--- config.mk ---
export PLATFORM = sky130hd
export DESIGN_NAME = fetch_redirect_ctrl
export DESIGN_NICKNAME = d
export VERILOG_FILES = /design/src/rtl/cpu_pkg.sv /design/src/rtl/sat_counter.sv /design/src/rtl/fetch_redirect_ctrl.sv
export SDC_FILE = /design/constraint.sdc
export NUM_CORES = 1
export LEC_CHECK = 0
export CORE_UTILIZATION = 41
export DETAILED_ROUTE_END_ITERATION = 10
export MAX_ROUTING_LAYER = met4
export PLACE_DENSITY_LB_ADDON = 0.05
export REMOVE_ABC_BUFFERS = 1
export SYNTH_ARGS = -nofsm -noshare
export SYNTH_HDL_FRONTEND = slang
export SYNTH_SLANG_ARGS = --single-unit
--- constraint.sdc ---
create_clock -name clk -period 1.6 [get_ports clk]
set_input_delay 0.32 -clock clk [delete_from_list [all_inputs] [get_ports clk]]
set_output_delay 0.32 -clock clk [all_outputs]
set_load 0.02 [all_outputs]
--- src/rtl/cpu_pkg.sv ---
// Shared CPU definitions: fetch-state encoding and fetch-stage PC defaults.
package cpu_pkg;

  localparam int PC_W_DEF   = 16;
  localparam int PC_INC_DEF = 2;
  localparam logic [15:0] RESET_PC_DEF = 16'h0000;

  localparam logic [1:0] FS_RUN   = 2'd0;
  localparam logic [1:0] FS_MISS  = 2'd1;
  localparam logic [1:0] FS_REDIR = 2'd2;
  localparam logic [1:0] FS_HALT  = 2'd3;

endpackage

--- src/rtl/sat_counter.sv ---
// Saturating up-counter: increments on inc and sticks at all-ones.
module sat_counter #(
  parameter int W = 16
) (
  input  logic         clk,
  input  logic         rst_n,
  input  logic         inc,
  output logic [W-1:0] cnt
);

  always_ff @(posedge clk or negedge rst_n) begin
    if (!rst_n)
      cnt <= '0;
    else if (inc && (cnt != {W{1'b1}}))
      cnt <= cnt + 1'b1;
  end

endmodule

--- src/rtl/fetch_redirect_ctrl.sv ---
// Fetch-stage PC controller: sequential fetch, ID redirects, redirect held across I-cache miss, HALT freeze.
// Optional perf counters are built when FETCH_PERF_EN is defined; otherwise the counter ports read 0.
//
// state      | meaning
// FS_RUN     | normal fetch, PC advances each unstalled cycle
// FS_MISS    | I-cache miss outstanding, PC holds
// FS_REDIR   | miss outstanding with a redirect queued in redir_q
// FS_HALT    | PC frozen until reset
module fetch_redirect_ctrl
  import cpu_pkg::*;
#(
  parameter int              PC_W     = PC_W_DEF,
  parameter logic [PC_W-1:0] RESET_PC = PC_W'(RESET_PC_DEF),
  parameter int              PC_INC   = PC_INC_DEF,
  parameter int              CNT_W    = 16
) (
  input  logic             clk,
  input  logic             rst_n,
  input  logic             stall_i,
  input  logic             imem_stall_i,
  input  logic             branch_taken_i,
  input  logic [PC_W-1:0]  branch_target_i,
  input  logic             halt_i,
  output logic [PC_W-1:0]  pc_o,
  output logic [PC_W-1:0]  pc_plus_o,
  output logic             fetch_valid_o,
  output logic             flush_ifid_o,
  output logic [CNT_W-1:0] redir_cnt_o,
  output logic [CNT_W-1:0] stall_cnt_o
);

  logic [1:0]      state_q;
  logic [PC_W-1:0] pc_q;
  logic [PC_W-1:0] redir_q;
  logic [PC_W-1:0] tgt;
  logic [PC_W-1:0] pc_inc;
  logic            br;
  logic            flush_c;
  logic            active;

  // A redirect from a stalled ID stage is not yet real.
  assign br     = branch_taken_i & ~stall_i;
  assign tgt    = branch_target_i & ~PC_W'(1);
  assign pc_inc = pc_q + PC_W'(PC_INC);
  assign active = (state_q == FS_RUN) || (state_q == FS_MISS);

  always_comb begin
    flush_c = 1'b0;
    case (state_q)
      FS_RUN, FS_MISS: flush_c = br & ~imem_stall_i;
      FS_REDIR:        flush_c = ~imem_stall_i;
      default:         flush_c = 1'b0;
    endcase
  end

  assign pc_o          = pc_q;
  assign pc_plus_o     = pc_inc;
  assign flush_ifid_o  = rst_n & flush_c;
  assign fetch_valid_o = rst_n & active & ~imem_stall_i & ~flush_c;

  always_ff @(posedge clk or negedge rst_n) begin
    if (!rst_n) begin
      state_q <= FS_RUN;
      pc_q    <= RESET_PC;
      redir_q <= '0;
    end else begin
      case (state_q)
        FS_RUN, FS_MISS: begin
          if (br) begin
            // An outstanding miss cannot be aborted, so the target waits for it.
            if (imem_stall_i) begin
              redir_q <= tgt;
              state_q <= FS_REDIR;
            end else begin
              pc_q    <= tgt;
              state_q <= FS_RUN;
            end
          end else if (halt_i) begin
            state_q <= FS_HALT;
          end else if (stall_i) begin
            if (state_q == FS_MISS && !imem_stall_i)
              state_q <= FS_RUN;
          end else if (imem_stall_i) begin
            state_q <= FS_MISS;
          end else begin
            pc_q    <= pc_inc;
            state_q <= FS_RUN;
          end
        end
        FS_REDIR: begin
          if (!imem_stall_i) begin
            pc_q    <= br ? tgt : redir_q;
            state_q <= FS_RUN;
          end else if (br) begin
            redir_q <= tgt;
          end
        end
        default: ;
      endcase
    end
  end

`ifdef FETCH_PERF_EN
  logic not_halted;
  assign not_halted = (state_q != FS_HALT);

  sat_counter #(.W(CNT_W)) u_redir_cnt (
    .clk   (clk),
    .rst_n (rst_n),
    .inc   (br & not_halted),
    .cnt   (redir_cnt_o)
  );

  sat_counter #(.W(CNT_W)) u_stall_cnt (
    .clk   (clk),
    .rst_n (rst_n),
    .inc   (imem_stall_i & not_halted),
    .cnt   (stall_cnt_o)
  );
`else
  assign redir_cnt_o = '0;
  assign stall_cnt_o = '0;
`endif

endmodule

Word level (Yosys, flattened, before mapping):

Cells that the tools add are included.

* output and inout port bits: 66
* input port bits: 22
* register bits after elaboration: 34

* multiplexer cells: 21
* add/subtract/negate cells: 1
* bitwise operators: 9
* eq/ne operators: 11
* reductions and logical operators: 9

Operators with widths (count)
* 16-bit 2-to-1 mux: 10
* 16-bit case mux with 2 select lines: 2
* 16-bit by 2-bit adder with 16-bit output (second input constant): 1
* 2-bit 2-to-1 mux: 6
* 3-bit inequality test (second input constant): 4
* 2-bit inequality test (second input constant): 4
* 1-bit bitwise AND: 6
* 6-bit AND reduction: 1
* 5-bit inequality test (second input constant): 1
* 2-bit case mux with 2 select lines: 1
* 4-bit AND reduction: 1
* 1-bit NOT: 3
* 3-bit AND reduction: 1
* 2-bit by 1-bit equality test with 1-bit output (second input constant): 1
* 2-bit equality test (second input constant): 1
* 2-bit zero test: 1
* 1-bit case mux with 2 select lines: 1
* 2-bit nonzero test: 1
* 2-bit OR reduction: 1
* 1-bit logical AND: 1
* 1-bit zero test: 1
* 1-bit logical OR: 1
* 1-bit 2-to-1 mux: 1

Depth between registers and ports, before layout:

Gate-level depths: netlist of the first run.

* word-level depth: 7
* gate-level depth with buffers: 6

Worst setup path after synthesis of the first run:

OpenSTA, ideal clock, no wires.

* path kind: reg2out
* start point: reg pc_q[1], in the netlist pc_o[1]
* end point: out pc_plus_o[15]
* arrival time: 1.605 ns
* cell stages (with the launch flop): 6
* setup slack: -0.325 ns
* data required time: 1.280 ns
* buffers on the path: 1
* cells stage by stage: dfrtp_1 > ha_1 > and3_1 > buf_4 > and4_1 > xnor2_1

* cells in the longest elaborated chain, start to end: 1

Ends and longest elaborated chain
* start, declared: line fetch_redirect_ctrl.sv:33 `logic [PC_W-1:0] pc_q;`
* start signal, assigned: line fetch_redirect_ctrl.sv:75 `pc_q <= tgt;`
* start signal, assigned: line fetch_redirect_ctrl.sv:86 `pc_q <= pc_inc;`
* start signal, assigned: line fetch_redirect_ctrl.sv:92 `pc_q <= br ? tgt : redir_q;`
* 16-bit by 2-bit adder with 16-bit output: line fetch_redirect_ctrl.sv:44 `assign pc_inc = pc_q + PC_W'(PC_INC);`
* end, declared: line fetch_redirect_ctrl.sv:25 `output logic [PC_W-1:0] pc_plus_o,`

No other way between the ends.

Worst setup path after layout of the first run:

* start point: reg pc_q[1], in the netlist pc_o[1]
* end point: out pc_plus_o[7]

The elaborated chain is that of the path after synthesis.

==> metrics, run 1 <==
Final TNS setup=-3530 ps; Max Cap Violations=0; TritonCTS buffer count=5; reg2reg end=pc_o[12]; Post-synth top cells=buf_4, dfrtp_1, nor2_1; achievable frequency=519 MHz; crit-path cells=ha_2, and3_4, buf_4, nand3_4, xnor2_1, buf_4; wire per inst=14.9 um; WP data arrival=1610 ps; post-synth top area cell=dfrtp_1; Tcrit/Tclk final=1.20; peak supply drop=1.27 mV; layout cell share with drive strength beyond 1=0.407; Total Routing Usage GR=0.229; R2R depth=7; clk sinks=34; DRC violations left=0; failing checks=setup timing; library cells used by synthesis=59; final setup vio count=21; run status=finished with violations; drt pass-1 iters=4; Post-DP HPWL=4490 um; top cells by area, synth=dfrtp_1, buf_4, mux2_1, mux2_2, xnor2_1; CP top delay family=flip-flops; crit-path most repeated cell=buf_4; total gr overflow=0; Post-synth ARST share=1.00; Final Power=6.76 mW; register area share after synthesis=0.355; critical path type=register to output port; CP peak stage delay=370 ps; Initial Utilization=0.429; post-synthesis cell count=251; antenna viol nets, final=0; r2r startpoint=pc_o[2]; Pins Over Slew Limit=0; Core ar.=0.00557 mm2; final wirelength=6700 um; Final Critical Period=1930 ps; Port Buffers=54; clk root buf=clkbuf_8; FF-to-FF setup slack=-90 ps; synthesized flop and latch total=34; num ports=88; leak pwr=1.77 nW; crit path max fanout=6; RSZ-0062 raised after global routing=true; die area=0.00615 mm2; htree depth=2; final setup skew=9.84 ps; top-count cell post-synth=buf_4; RD Place Congestion=0.769; Critical Path RT=1280 ps; area grow syn2layout=56.4%; main flop type after synthesis=dfrtp_1; vias per cell=5.13; Worst Setup Slack, final=-328 ps; CP bufs+invs=2; CP Launch Type=register; num rows=27; worst hold path type=input port to asynchronous set/reset pin; CTS tree=built; clock slew at reported path FFs=60 ps; vias post-DR=2,310; endpoints failing hold=0; power density over the cells=1810 mW/mm2; Ys Warns=0; pre-CTS setup slack=-600 ps; Clock Latency Late Sink=280 ps; DIE WIDTH=78.4 um; Post-DP Area=0.00327 mm2; initial DRC count=106; post-route cell area=0.00374 mm2; Clock Path Buffers=2; largest net degree at the start of global routing=30; EDFF count, synth=0; Net count, final=401; Mapped Area=0.00239 mm2; Vert. Die Dim=78.4 um; # diodes=0; number of global-route vias before repair=2,096; Crit-path slowest cell=dfrtp_1; first-pass GRT wire length=10,500 um; initial antenna violation count=0; post-synthesis area per instance=9.54 um2; CP endpoint kind=output port; area share of the largest cell type after synthesis=0.355
## worst reg2reg max path, stage by stage, from the launching register on
cell and delay (ps):
dfrtp_1 370, buf_6 110, and4_4 290, buf_4 130, nand3_2 100, buf_4 160, o311a_1 320, o211ai_1 150
## placed cells by master (no fill, tap or decap), types with 4 or more instances in the layout
cell	instances
a211oi_1	5
and2_1	5
and3_1	4
buf_4	79
buf_6	13
clkbuf_8	5
clkdlybuf4s50_1	17
conb_1	32
dfrtp_1	34
dlygate4sd2_1	16
inv_1	6
mux2_1	9
mux2_2	7
mux2i_1	4
nand2_1	10
nand3_1	7
nand4_1	4
nor2_1	7
nor3_1	6
o21ai_0	9
xnor2_1	5
xnor2_2	4
## routing by layer
layer | part of all wire | track usage | vias up
li1 | - | - | 1107
met1 | 0.46 | 0.310 | 1112
met2 | 0.49 | 0.361 | 89
met3 | 0.046 | 0.0360 | 2
met4 | 0.0042 | 0.0519 | 0
met5 | 0 | - | -
## worst max path at each step
| stage | slack [ps] | cells after the start | startpoint | to |
|---|---|---|---|---|
| 6_report | -330 | 6 | pc_o[1] | pc_plus_o[7] |
| 5_1_grt | -410 | 5 | pc_o[1] | pc_plus_o[13] |
| 4_1_cts | -300 | 5 | pc_o[1] | pc_plus_o[14] |
| 3_5_place_dp | -600 | 6 | branch_taken_i | flush_ifid_o |
| 3_3_place_gp | -590 | 6 | branch_taken_i | flush_ifid_o |
| 2_1_floorplan | -290 | 4 | pc_o[2] | pc_plus_o[13] |
## per-stage QoR
| stage | hold slack, ps | util | std cells |
|---|---|---|---|
| floorplan | 24.4 | - | 236 |
| global placement | 464 | 0.587 | 422 |
| detailed placement | 469 | 0.587 | 422 |
| CTS | 449 | 0.634 | 444 |
| global route | 473 | 0.671 | 450 |
| finish | 477 | 0.671 | 450 |
## report_power, final
| group | switching (mW) | internal (mW) | leakage, nW |
|---|---|---|---|
| clock | 0.305 | 0.300 | 0.0383 |
| combinational | 2.30 | 2.37 | 1.33 |
| sequential | 0.233 | 1.25 | 0.407 |
## registers in the layout, indices dropped and copies added (netlist names)
name,flops
state_q,2
pc_o,16
redir_q,16
## layout make-up
type / count / area [um2]
timing repair buffer: 135 / 1160
multi-input combinational: 194 / 1530
clock buffer: 7 / 76.3
fill: 469 / 1830
sequential: 34 / 851
inverter: 8 / 32.5
tap: 72 / 90.1
## cell families (layout without fill, tap and decap cells)
kind of cell	Yosys count	after routing	share of synthesized area
simple gates	74	74	0.186
mux	21	21	0.0967
fa+ha+maj	1	1	0.00523
buf+inv	54	150	0.151
other cells	1	32	0.00157
xor+xnor	12	12	0.0439
flops	34	34	0.355
compound gates	54	54	0.161
## timing repair
| item | 4_1_cts | 5_1_grt |
|---|---|---|
| gates resized for setup | 139 | 38 |
| endpoints found under the setup margin | 61 | 32 |
| hold buffers | 0 | 0 |
| setup buffers | 18 | 9 |
| pin swaps | 18 | 16 |
| endpoints found under the hold margin | 0 | 0 |
(Power assumes the default switching activity.)
==> run 2, diff against run 1 <==
- PLACE_DENSITY_LB_ADDON: 0.05 -> 0.15
==> run 2 against run 1 <==
  * Largest power group unchanged
  * Cell area fell by 5.2%
  * The flow still finishes with violations (setup timing)
  * First-iteration DRC count decreased by 30%
  * Setup slack improved by 16 ps
==> metrics, run 2 (synthesized netlist as in run 1, its figures left out) <==
total gr overflow=0; num rows=27; post-route insts no fill=436; area grow syn2layout=48.2%; Clock Latency Late Sink=280 ps; CTS tree=built; worst hold path type=input port to register; Comb pwr share=0.666; Initial Utilization=0.429; DIE WIDTH=78.4 um; Port Buffers=54; R2R depth=7; final wirelength=6430 um; largest net degree at the start of global routing=31; peak supply drop=1.07 mV; layout cell share with drive strength beyond 1=0.371; htree depth=2; Final Critical Period=1910 ps; antenna viol nets, final=0; Cell Int Power=3.66 mW; Vert. Die Dim=78.4 um; power density over the cells=1780 mW/mm2; Pins Over Slew Limit=0; RSZ-0062 raised after global routing=true; Total Routing Usage GR=0.228; Net count, final=388; sw power=2.65 mW; number of global-route vias before repair=2,179; leak pwr=1.66 nW; initial antenna violation count=0; Clock Path Buffers=2; failing checks=setup timing; Fillers=506; Core ar.=0.00557 mm2; Final TNS setup=-3110 ps; sequential share of power=0.234; clk root buf=clkbuf_8; RD Place Congestion=0.831; final setup vio count=20; final setup skew=3.88 ps; Max Cap Violations=0; CP Launch Type=register; run status=finished with violations; critical path type=register to output port; Final Power=6.31 mW; Post-CTS Hold Buffers=0; TritonCTS buffer count=5; sw frac=0.420; endpoints failing hold=0; Worst slew margin=0.642; wire per inst=14.7 um; Clock power frac=0.100; WP data arrival=1590 ps; first-pass GRT wire length=10,500 um; final core occ=0.637; achievable frequency=523 MHz; vias per cell=5.16; DP Cell Count=418; # diodes=0; slew of the pin with the lowest slew margin=524 ps; most frequent cells in the layout=buf_4, dfrtp_1, conb_1, dlygate4sd2_1, clkdlybuf4s50_1; initial DRC count=74; final hold slack=433 ps; num ports=88; Tcrit/Tclk final=1.19; clk sinks=34; clock slew at reported path FFs=70 ps; Critical Path RT=1280 ps; vias post-DR=2,249; DRC violations left=0; Worst Setup Slack, final=-311 ps; CP endpoint kind=output port; drt pass-1 iters=4; crit path max fanout=6; Hold Crit Depth=3; most common cell after layout, fill and taps aside=buf_4; die area=0.00615 mm2; Post-DP HPWL=4580 um
-- run 2: routing by layer --
| metal | wire length, um | share of wire | global-route usage | vias to the layer above |
|---|---|---|---|---|
| met1 | 2950 | 0.46 | 0.290 | 1095 |
| met2 | 3140 | 0.49 | 0.377 | 76 |
| met5 | 0 | 0 | - | - |
| met4 | 61 | 0.0095 | 0.0593 | 0 |
| met3 | 278 | 0.043 | 0.0360 | 9 |
| li1 | - | - | - | 1069 |
-- run 2: per-stage QoR --
stage / worst slack, ps / instance area [um2]
2_1_floorplan: -285 / 2180
6_report: -311 / 3550
3_5_place_dp: -612 / 3260
4_1_cts: -315 / 3380
5_1_grt: -383 / 3550
3_3_place_gp: -599 / 3260
-- run 2: final timing paths --
| kind | from | to | slack (ps) |
|---|---|---|---|
| min in group asynchronous | rst_n | state_q[0] | 450 |
| max in group asynchronous | rst_n | redir_q[1] | 710 |
| max reg2reg | pc_o[2] | pc_o[12] | -90 |
| min reg2reg | redir_q[0] | redir_q[0] | 480 |
| min | imem_stall_i | state_q[1] | 430 |
| max | pc_o[2] | pc_plus_o[15] | -310 |
-- run 2: area by class of cell --
| type | instances | area, um2 | share of cell area |
|---|---|---|---|
| clock buffers | 6 | 82.6 | 0.0233 |
| inverters | 8 | 30.0 | 0.00846 |
| well taps | 72 | 90.1 | 0.0254 |
| repair buffers | 121 | 1030 | 0.292 |
| multi-input cells | 195 | 1460 | 0.411 |
| flip-flops and latches | 34 | 851 | 0.240 |
-- run 2: critical path, cell delays in order (launching register included) --
cell and delay, ps:
dfrtp_1 380, ha_2 190, and3_4 240, and4_4 250, xnor2_2 100, buf_4 150
-- run 2: timing repair --
action | 4_1_cts | 5_1_grt
resized for setup | 116 | 37
endpoints found under the setup margin | 64 | 29
buffers inserted | 7 | 7
pin swaps | 6 | 14
gates cloned | 1 | 0
-- run 2: power groups by stage --
stage               logic [mW]  clock network, mW  registers (mW)
finish                    4.20              0.629            1.48
CTS                       3.87              0.649            1.46
detailed placement        3.89                  0            1.47
global placement          3.84                  0            1.45
floorplan                 1.65                  0            1.80
global route              4.52              0.681            1.51
